File: src/rtl/disp_pkg.sv
// Shared display codes and the seven-segment decode table (active-low segments a..g).
package disp_pkg;

    localparam logic [4:0] CODE_U     = 5'd16;
    localparam logic [4:0] CODE_DASH  = 5'd17;
    localparam logic [4:0] CODE_BLANK = 5'd18;
    localparam logic [4:0] CODE_N     = 5'd19;

    localparam logic [6:0] SEG_OFF = 7'h7F;

    function automatic logic [6:0] seg_decode(input logic [4:0] code);
        logic [6:0] seg;
        case (code)
            5'h0:       seg = 7'b0000001;
            5'h1:       seg = 7'b1001111;
            5'h2:       seg = 7'b0010010;
            5'h3:       seg = 7'b0000110;
            5'h4:       seg = 7'b1001100;
            5'h5:       seg = 7'b0100100;
            5'h6:       seg = 7'b0100000;
            5'h7:       seg = 7'b0001111;
            5'h8:       seg = 7'b0000000;
            5'h9:       seg = 7'b0000100;
            5'hA:       seg = 7'b0001000;
            5'hB:       seg = 7'b1100000;
            5'hC:       seg = 7'b0110001;
            5'hD:       seg = 7'b1000010;
            5'hE:       seg = 7'b0110000;
            5'hF:       seg = 7'b0111000;
            CODE_U:     seg = 7'b1000001;
            CODE_DASH:  seg = 7'b1111110;
            CODE_BLANK: seg = SEG_OFF;
            CODE_N:     seg = 7'b0001001;
            // unassigned codes render as a dash so bad data is visible
            default:    seg = 7'b1111110;
        endcase
        return seg;
    endfunction

endpackage

File: src/rtl/seg_decoder.sv
// Combinational 5-bit display code to active-low seven-segment pattern.
module seg_decoder
    import disp_pkg::*;
(
    input  logic [4:0] code,
    output logic [6:0] seg
);

    always_comb begin
        seg = seg_decode(code);
    end

endmodule

File: src/rtl/disp_hex_mux_n.sv
// Time-multiplexed common-anode seven-segment driver with blink, PWM brightness,
// dead time, leading-zero suppression and a once-per-frame input snapshot.
module disp_hex_mux_n
    import disp_pkg::*;
#(
    parameter int NUM_DIGITS   = 3,
    parameter int REFRESH_BITS = 16,
    parameter int BRIGHT_BITS  = 4,
    parameter int DEADTIME     = 64,
    parameter int BLINK_BITS   = 24
) (
    input  logic                    clk,
    input  logic                    reset,
    input  logic [5*NUM_DIGITS-1:0] hex_in,
    input  logic [NUM_DIGITS-1:0]   dp_in,
    input  logic [NUM_DIGITS-1:0]   en_in,
    input  logic [NUM_DIGITS-1:0]   blink_in,
    input  logic [BRIGHT_BITS-1:0]  brightness,
    input  logic                    lz_suppress,
    output logic [NUM_DIGITS-1:0]   an_out,
    output logic [7:0]              sseg_out,
    output logic [2:0]              digit_idx
);

    localparam logic [2:0] LAST_DIG = 3'(NUM_DIGITS - 1);

    logic [REFRESH_BITS-1:0] slot_cnt;
    logic [2:0]              dig;
    logic [BLINK_BITS-1:0]   blink_cnt;
    logic                    frame_end;

    logic [5*NUM_DIGITS-1:0] snap_hex;
    logic [NUM_DIGITS-1:0]   snap_dp;
    logic [NUM_DIGITS-1:0]   snap_en;
    logic [NUM_DIGITS-1:0]   snap_blink;
    logic [NUM_DIGITS-1:0]   snap_lz;
    logic [BRIGHT_BITS-1:0]  snap_bright;
    logic [NUM_DIGITS-1:0]   lz_mask_next;

    logic [4:0]              cur_code;
    logic                    cur_dp;
    logic                    cur_en;
    logic                    cur_blink;
    logic                    cur_lz;
    logic [6:0]              cur_seg;
    logic [BRIGHT_BITS-1:0]  phase;
    logic                    an_on;
    logic [NUM_DIGITS-1:0]   an_next;
    logic [7:0]              sseg_next;

    assign frame_end = (&slot_cnt) && (dig == LAST_DIG);
    assign phase     = slot_cnt[REFRESH_BITS-1 -: BRIGHT_BITS];

    // NOTE: sequential state uses non-blocking assignments so every register
    // samples pre-edge values regardless of statement order.
    always_ff @(posedge clk or posedge reset) begin
        if (reset) begin
            slot_cnt  <= '0;
            dig       <= '0;
            blink_cnt <= '0;
        end else begin
            slot_cnt  <= slot_cnt + 1'b1;
            blink_cnt <= blink_cnt + 1'b1;
            if (&slot_cnt) begin
                dig <= (dig == LAST_DIG) ? 3'd0 : dig + 3'd1;
            end
        end
    end

    // Leading zeros are found from the top digit down; digit 0 always shows.
    // NOTE: every variable written here gets a default first so no latch is inferred.
    always_comb begin
        logic still_zero;
        lz_mask_next = '0;
        still_zero   = lz_suppress;
        for (int i = NUM_DIGITS - 1; i >= 1; i--) begin
            still_zero      = still_zero && (hex_in[5*i +: 5] == 5'd0);
            lz_mask_next[i] = still_zero;
        end
    end

    always_ff @(posedge clk or posedge reset) begin
        if (reset) begin
            snap_hex    <= '0;
            snap_dp     <= '0;
            snap_en     <= '0;
            snap_blink  <= '0;
            snap_lz     <= '0;
            snap_bright <= '0;
        end else if (frame_end) begin
            snap_hex    <= hex_in;
            snap_dp     <= dp_in;
            snap_en     <= en_in;
            snap_blink  <= blink_in;
            snap_lz     <= lz_mask_next;
            snap_bright <= brightness;
        end
    end

    always_comb begin
        cur_code  = '0;
        cur_dp    = 1'b0;
        cur_en    = 1'b0;
        cur_blink = 1'b0;
        cur_lz    = 1'b0;
        for (int i = 0; i < NUM_DIGITS; i++) begin
            if (dig == 3'(i)) begin
                cur_code  = snap_hex[5*i +: 5];
                cur_dp    = snap_dp[i];
                cur_en    = snap_en[i];
                cur_blink = snap_blink[i];
                cur_lz    = snap_lz[i];
            end
        end
    end

    seg_decoder u_seg_decoder (
        .code (cur_code),
        .seg  (cur_seg)
    );

    always_comb begin
        an_on = (slot_cnt >= REFRESH_BITS'(DEADTIME))
             && (phase <= snap_bright)
             && !(cur_blink && blink_cnt[BLINK_BITS-1]);
        an_next   = '1;
        sseg_next = 8'hFF;
        if (an_on) begin
            an_next   = ~(NUM_DIGITS'(1) << dig);
            sseg_next = {~cur_dp, (cur_en && !cur_lz) ? cur_seg : SEG_OFF};
        end
    end

    always_ff @(posedge clk or posedge reset) begin
        if (reset) begin
            an_out    <= '1;
            sseg_out  <= 8'hFF;
            digit_idx <= '0;
        end else begin
            an_out    <= an_next;
            sseg_out  <= sseg_next;
            digit_idx <= dig;
        end
    end

endmodule

File: config.mk
export PLATFORM = sky130hd
export DESIGN_NAME = disp_hex_mux_n
export DESIGN_NICKNAME = d
export VERILOG_FILES = /design/src/rtl/disp_pkg.sv /design/src/rtl/seg_decoder.sv /design/src/rtl/disp_hex_mux_n.sv
export SDC_FILE = /design/constraint.sdc
export NUM_CORES = 1
export LEC_CHECK = 0
export CAP_MARGIN = 25
export CORE_MARGIN = 5
export CORE_UTILIZATION = 45
export DETAILED_ROUTE_END_ITERATION = 10
export HOLD_SLACK_MARGIN = 0.1
export PLACE_DENSITY = 0.74
export SLEW_MARGIN = 20
export SYNTH_ARGS = -nofsm -noshare
export SYNTH_HDL_FRONTEND = slang
export SYNTH_SLANG_ARGS = --single-unit
File: constraint.sdc
create_clock -name clk -period 3.19 [get_ports clk]
set_clock_uncertainty 0.15 [all_clocks]
set_input_delay 0.7975 -clock clk [delete_from_list [all_inputs] [get_ports clk]]
set_output_delay 0.7975 -clock clk [all_outputs]
set_load 0.01 [all_outputs]
==> results of run 1 <==
-- cell usage in the layout (no fill, tap or decap), drive strengths merged, types with 5 or more instances in the layout --
cell type | Yosys | routed
nor3 | 5 | 5
dfstp | 11 | 11
mux2 | 30 | 30
xor2 | 9 | 9
clkdlybuf4s50 | 0 | 44
nand2 | 28 | 28
and3 | 5 | 5
clkbuf | 4 | 9
nand3 | 17 | 17
buf | 7 | 5
a2bb2oi | 5 | 5
nor4 | 5 | 5
nor2 | 15 | 15
ha | 15 | 15
mux2i | 5 | 5
xnor2 | 28 | 28
nand4 | 6 | 6
o21ai | 10 | 10
dfrtp | 76 | 76
inv | 18 | 20
-- cells by family (layout without fill, tap and decap cells) --
group,after synthesis,after routing,synth area share [%]
adder cells (fa/ha/maj),15,15,4.545
XOR/XNOR,37,37,7.849
multiplexers,35,35,9.576
buffers and inverters,29,83,3.272
AO/OA/AOI/OAI,47,47,8.455
AND/OR/NAND/NOR,106,106,13.24
flip-flops,87,87,53.06
-- metal layers --
metal / vias up / share of wire (%) / track usage [%]
li1: 1369 / - / -
met1: 1312 / 46 / 19.10
met2: 63 / 47 / 24.13
met3: 14 / 4.6 / 4.042
met4: 0 / 2.0 / 5.828
met5: - / 0 / 0
-- sequential cells by signal, indices dropped and copies added, names as in the netlist --
signal	count
snap_bright	4
snap_lz	2
snap_blink	3
digit_idx	3
an_out	3
sseg_out	8
dig	3
snap_en	3
snap_dp	3
blink_cnt	24
snap_hex	15
slot_cnt	16
-- how the worst max path moves through the flow --
stage	slack, ns	cells past startpoint	start	endpoint
after floorplan	0.01	1	reset	blink_cnt[0]
after global placement	0.53	7	dig[1]	sseg_out[6]
after detailed placement	0.39	6	dig[1]	sseg_out[2]
after CTS	0.36	6	dig[1]	sseg_out[2]
after global routing	0.08	6	dig[1]	sseg_out[2]
final	0.35	6	dig[1]	sseg_out[2]
-- through the flow --
stage / total power [µW] / cells
3_3_place_gp: 1288 / 505
6_report: 2207 / 521
2_1_floorplan: 1223 / 356
4_1_cts: 2232 / 521
3_5_place_dp: 1291 / 505
5_1_grt: 2300 / 521
-- synth_stat cells, drive strengths merged, types with 3 or more instances --
| master | number | area (µm²) |
|---|---|---|
| inv | 18 | 67.56 |
| nor2b | 4 | 25.02 |
| mux2i | 5 | 50.05 |
| a2bb2oi | 5 | 43.79 |
| dfstp | 11 | 289.0 |
| o311ai | 3 | 26.28 |
| dfrtp | 76 | 1902 |
| nor2 | 15 | 56.30 |
| nand2 | 28 | 105.1 |
| a21oi | 4 | 20.02 |
| ha | 15 | 187.7 |
| clkbuf | 4 | 15.01 |
| and4 | 4 | 35.03 |
| or3 | 3 | 18.77 |
| or2 | 4 | 25.02 |
| o2bb2ai | 3 | 26.28 |
| o21ai | 10 | 50.05 |
| xor2 | 9 | 78.83 |
| and3 | 5 | 31.28 |
| o22ai | 3 | 18.77 |
| xnor2 | 28 | 245.2 |
| nor4 | 5 | 31.28 |
| mux2 | 30 | 345.3 |
| nand3 | 17 | 85.08 |
| buf | 7 | 52.54 |
| nor3 | 5 | 25.02 |
| nand4 | 6 | 37.54 |
-- critical path, cell delays in order (launching register included) --
cell and delay (ns):
dfrtp_1 0.53, nor2b_1 0.58, a32oi_1 0.35, ha_1 0.42
a31oi_1 0.08, nor4_1 0.38, o311ai_0 0.25
-- power by group --
| part | total (µW) | leakage [µW] | switching (µW) | internal [µW] |
|---|---|---|---|---|
| clock | 939 | 0.000122 | 408 | 531 |
| combinational | 137 | 0.000928 | 66.2 | 70.6 |
| sequential | 1130 | 0.00107 | 10.4 | 1120 |
| total | 2210 | 0.00212 | 485 | 1720 |
-- area by class of cell --
| type | instances | area [µm²] | share of cell area (%) |
|---|---|---|---|
| clock buffers | 9 | 123.9 | 2.506 |
| clock inverters | 7 | 126.4 | 2.557 |
| inverters | 18 | 68.82 | 1.392 |
| multi-input cells | 240 | 1803 | 36.48 |
| flip-flops and latches | 87 | 2191 | 44.33 |
| well taps | 111 | 138.9 | 2.810 |
| repair buffers | 49 | 490.5 | 9.924 |
==> impl_metrics.json, run 1 <==
{
  "outcome": "finished clean",
  "syn_inst": 356,
  "ctsResizeCount": 0,
  "dr.pass1.iters": 4,
  "r2r_start": "dig[1]",
  "cp-end-kind": "flip-flop",
  "path_max_fanout": 12,
  "power_density_mw_per_mm2": 446.5,
  "via_per_inst": 5.294,
  "area_growth_pct": 19.70,
  "hold_end": "blink_cnt[14]",
  "routed_wl_mm": 7.801,
  "ys_ff_latch": 87,
  "cts_tree": "built",
  "cts_buffer_depth": 2,
  "grt_use_total_pct": 14.93,
  "grt_pass1_vias": 2831,
  "post_cts_buffers": 0,
  "start_kind": "flip-flop",
  "dp_hpwl_mm": 5.829,
  "synth-seq-area-share_pct": 53.06,
  "wl_per_cell_um": 14.97,
  "synth-main-ff-cell": "dfrtp_1",
  "rows": 35,
  "synth_edf_count": 0,
  "antenna_found_initial": 0,
  "maxSlewViolCount": 0,
  "ys_async_sr_fraction_pct": 100.0,
  "dpl_worst_slack_ns": 0.3897,
  "place_area_mm2": 0.004692,
  "root_buffer": "clkbuf_8",
  "ios": 45,
  "final_hold_viol_count": 0,
  "path_clk_slew_ns": 0.08,
  "syn_avg_cell_area_um2": 11.60,
  "fin_hold_ws_ns": 0.3147,
  "h-tree-depth": 3,
  "postCtsHoldBufs": 0,
  "synth_cell_types": 50,
  "reg2reg_slack_ns": 0.35,
  "rsz0062_at_grt": "false",
  "r2r_cells": 6,
  "drtIter0Drc": 76,
  "clk_latency_ns": 0.36,
  "fmax_mhz": 351.7,
  "grt_max_degree": 58,
  "die_width_um": 105.8,
  "fin_crit_sh_pct": 89.13,
  "required_ns": 3.28,
  "p_leak_uw": 0.002124,
  "synth_fp_nets": 402,
  "r2r-end": "sseg_out[2]",
  "finish.utilization_pct": 54.26,
  "ir_worst_vdd_v": 0.0002355,
  "diodes": 0,
  "core_area_mm2": 0.009109,
  "globalplace.congestion": 0.8652,
  "start_util_pct": 45.33,
  "hp-start": "blink_cnt[14]",
  "min_path_cells": 1,
  "worstMarginPinSlew_ns": 0.6641,
  "crit_type": "reg2reg",
  "finalSetupViolCount": 0,
  "drive_above_1_share_pct": 16.59,
  "cts_buffers": 9,
  "via_count": 2758,
  "port_buffers": 44,
  "hp-class": "reg2reg",
  "cts.sinks": 87,
  "postRouteAntennaNets": 0,
  "yosysWarnings": 0,
  "syn_area_mm2": 0.004129,
  "final.setup.tns_ns": 0,
  "dieArea_mm2": 0.01119,
  "cp.arrival_ns": 2.93,
  "maxCapViolations": 0,
  "setup_slack_ns": 0.3468,
  "fin_area_mm2": 0.004942,
  "n_fill_cell": 821,
  "die_y_um": 105.8,
  "drc": 0,
  "grt_pass1_wl_mm": 13.48,
  "fin_crit_ns": 2.843,
  "finalNetCount": 451,
  "grt_overflow": 0,
  "max-slew-margin-rel_pct": 55.32
}
Note: power is estimated with default switching activity, not from simulation.
==> run 2: changes to the inputs <==
--- a/config.mk
+++ b/config.mk
@@ -9,8 +9,10 @@
 export CORE_MARGIN = 5
 export CORE_UTILIZATION = 45
 export DETAILED_ROUTE_END_ITERATION = 10
+export DONT_BUFFER_PORTS = 1
+export GPL_TIMING_DRIVEN = 0
 export HOLD_SLACK_MARGIN = 0.1
-export PLACE_DENSITY = 0.74
+export PLACE_DENSITY = 0.68
 export SLEW_MARGIN = 20
 export SYNTH_ARGS = -nofsm -noshare
 export SYNTH_HDL_FRONTEND = slang
==> run 2 against run 1 <==
Effect of this change: combinational power is 30% lower; first-iteration DRC count is 45% higher; wire length shrank 0.47%; flip-flop and latch count stayed put; power fell by 15%; sequential share of layout area grew 4.8 points; die area unchanged; largest cell class unchanged.
==> impl_metrics.json, run 2 (same netlist as run 1, synthesis figures left out) <==
{
  "power_density_mw_per_mm2": 422.4,
  "drc": 0,
  "fin_crit_ns": 2.924,
  "fin_crit_sh_pct": 91.65,
  "ctsResizeCount": 0,
  "internal-power_uw": 1461,
  "post_cts_buffers": 0,
  "path_clk_slew_ns": 0.07,
  "outcome": "finished clean",
  "grt_use_total_pct": 14.75,
  "required_ns": 3.30,
  "dieArea_mm2": 0.01119,
  "grt_max_degree": 53,
  "grt_pass1_vias": 2697,
  "fin_hold_ws_ns": 0.2411,
  "seqPwrFrac_pct": 60.0,
  "grt_overflow": 0,
  "setup_slack_ns": 0.2662,
  "wl_per_cell_um": 16.04,
  "power_uw": 1883,
  "top_regs": "blink_cnt: 24 flops, slot_cnt: 16 flops, snap_hex: 15 flops",
  "start_kind": "flip-flop",
  "antenna_found_initial": 3,
  "cp-end-kind": "flip-flop",
  "largest_reg_flops": 24,
  "start_util_pct": 45.33,
  "rsz0062_at_grt": "false",
  "switchingPower_uw": 422.4,
  "hp-start": "dig[0]",
  "r2r-end": "sseg_out[6]",
  "min_path_cells": 0,
  "h-tree-depth": 3,
  "dp_cells": 468,
  "clockPowerShare_pct": 34.9,
  "hp-class": "reg2reg",
  "fmax_mhz": 342.0,
  "crit_type": "reg2reg",
  "cts_buffer_depth": 2,
  "drtIter0Drc": 110,
  "globalplace.congestion": 0.8826,
  "n_fill_cell": 820,
  "grt_pass1_wl_mm": 13.19,
  "max-slew-margin-rel_pct": 55.74,
  "postRouteAntennaNets": 0,
  "final_cell_mix": "dfrtp_1 (76), nand2_1 (28), mux2_2 (28), xnor2_1 (28)",
  "finalSetupViolCount": 0,
  "area_growth_pct": 7.970,
  "layout_commonest_cell": "dfrtp_1",
  "switching_share_pct": 22.43,
  "final_hold_viol_count": 0,
  "dr.pass1.iters": 4,
  "maxCapViolations": 0,
  "hold_end": "digit_idx[0]",
  "r2r_cells": 9,
  "cts_tree": "built",
  "postCtsHoldBufs": 0,
  "port_buffers": 0,
  "die_width_um": 105.8,
  "cts.sinks": 87,
  "instances_no_fill": 484,
  "p_comb_share_pct": 5.1,
  "worstMarginPinSlew_ns": 0.6639,
  "reg2reg_slack_ns": 0.27,
  "maxSlewViolCount": 0,
  "via_count": 2688,
  "clk_latency_ns": 0.34,
  "multiInputGateArea_mm2": 0.001809,
  "die_y_um": 105.8,
  "cp.arrival_ns": 3.03,
  "ir_worst_vdd_v": 0.0001898,
  "final.setup.tns_ns": 0,
  "routed_wl_mm": 7.764,
  "ios": 45,
  "path_max_fanout": 10,
  "dpl_worst_slack_ns": 0.03362,
  "rows": 35,
  "p_leak_uw": 0.001928,
  "cts_buffers": 9,
  "via_per_inst": 5.554,
  "core_area_mm2": 0.009109,
  "seqCellArea_mm2": 0.002191,
  "dp_hpwl_mm": 5.741,
  "drive_above_1_share_pct": 18.01,
  "top_register": "blink_cnt",
  "root_buffer": "clkbuf_8",
  "r2r_start": "dig[0]",
  "finalNetCount": 414
}
-- run 2: changes by cell type in the layout (fill, tap and decap cells not counted), sizes merged --
cell	previous run	this run
buf	5	7
bufinv	3	0
inv	20	18
diode	0	1
clkdlybuf4s50	44	0
clkinvlp	1	0
clkbuf	9	19
-- run 2: worst max-delay path by stage --
stage / cells after the start / to / start / slack [ns]
2_1_floorplan: 1 / blink_cnt[0] / reset / 0.01
3_3_place_gp: 1 / snap_dp[1] / reset / -0.80
3_5_place_dp: 10 / sseg_out[2] / dig[1] / 0.03
4_1_cts: 10 / sseg_out[2] / dig[1] / 0.02
5_1_grt: 9 / sseg_out[6] / dig[1] / 0.10
6_report: 9 / sseg_out[6] / dig[0] / 0.27
-- run 2: power groups by stage --
stage	registers (µW)	clock network, µW	logic (µW)
floorplan	1150	0	75.2
global placement	1150	0	90.8
detailed placement	1150	0	97.3
CTS	1130	686	97.6
global route	1130	727	110
finish	1130	656	96.4
-- run 2: metal layers --
metal  wire (µm)  global-route usage (%)  up-vias
li1            -                       -     1286
met2        3702                   23.32       65
met3         419                   4.348       12
met4          99                   6.198        4
met1        3518                   18.89     1321
met5          24                       0        -
-- run 2: worst max-delay path: stages (launching register included) --
cell and delay (ns):
dfrtp_1 0.38, buf_2 0.18, nor2b_1 0.14, clkbuf_1 0.24, a32oi_1 0.53, inv_1 0.23, ha_1 0.31, a31oi_1 0.18
o22ai_1 0.11, a2111o_1 0.41
-- run 2: layout make-up --
| class | instances | area share, % |
|---|---|---|
| well taps | 111 | 3.115 |
| diodes | 1 | 0.05613 |
| multi-input cells | 240 | 40.58 |
| inverters | 18 | 1.572 |
| clock buffers | 14 | 3.424 |
| plain buffers | 11 | 1.544 |
| flip-flops and latches | 87 | 49.14 |
| repair buffers | 1 | 0.4491 |
| clock inverters | 1 | 0.1123 |
-- run 2: stage by stage --
step                      cell area [µm²]  util, %
final                                4458    48.94
after global routing                 4458    48.94
after CTS                            4448    48.83
after detailed placement             4290    47.10
after global placement               4268    46.85
after floorplan                      4129        -
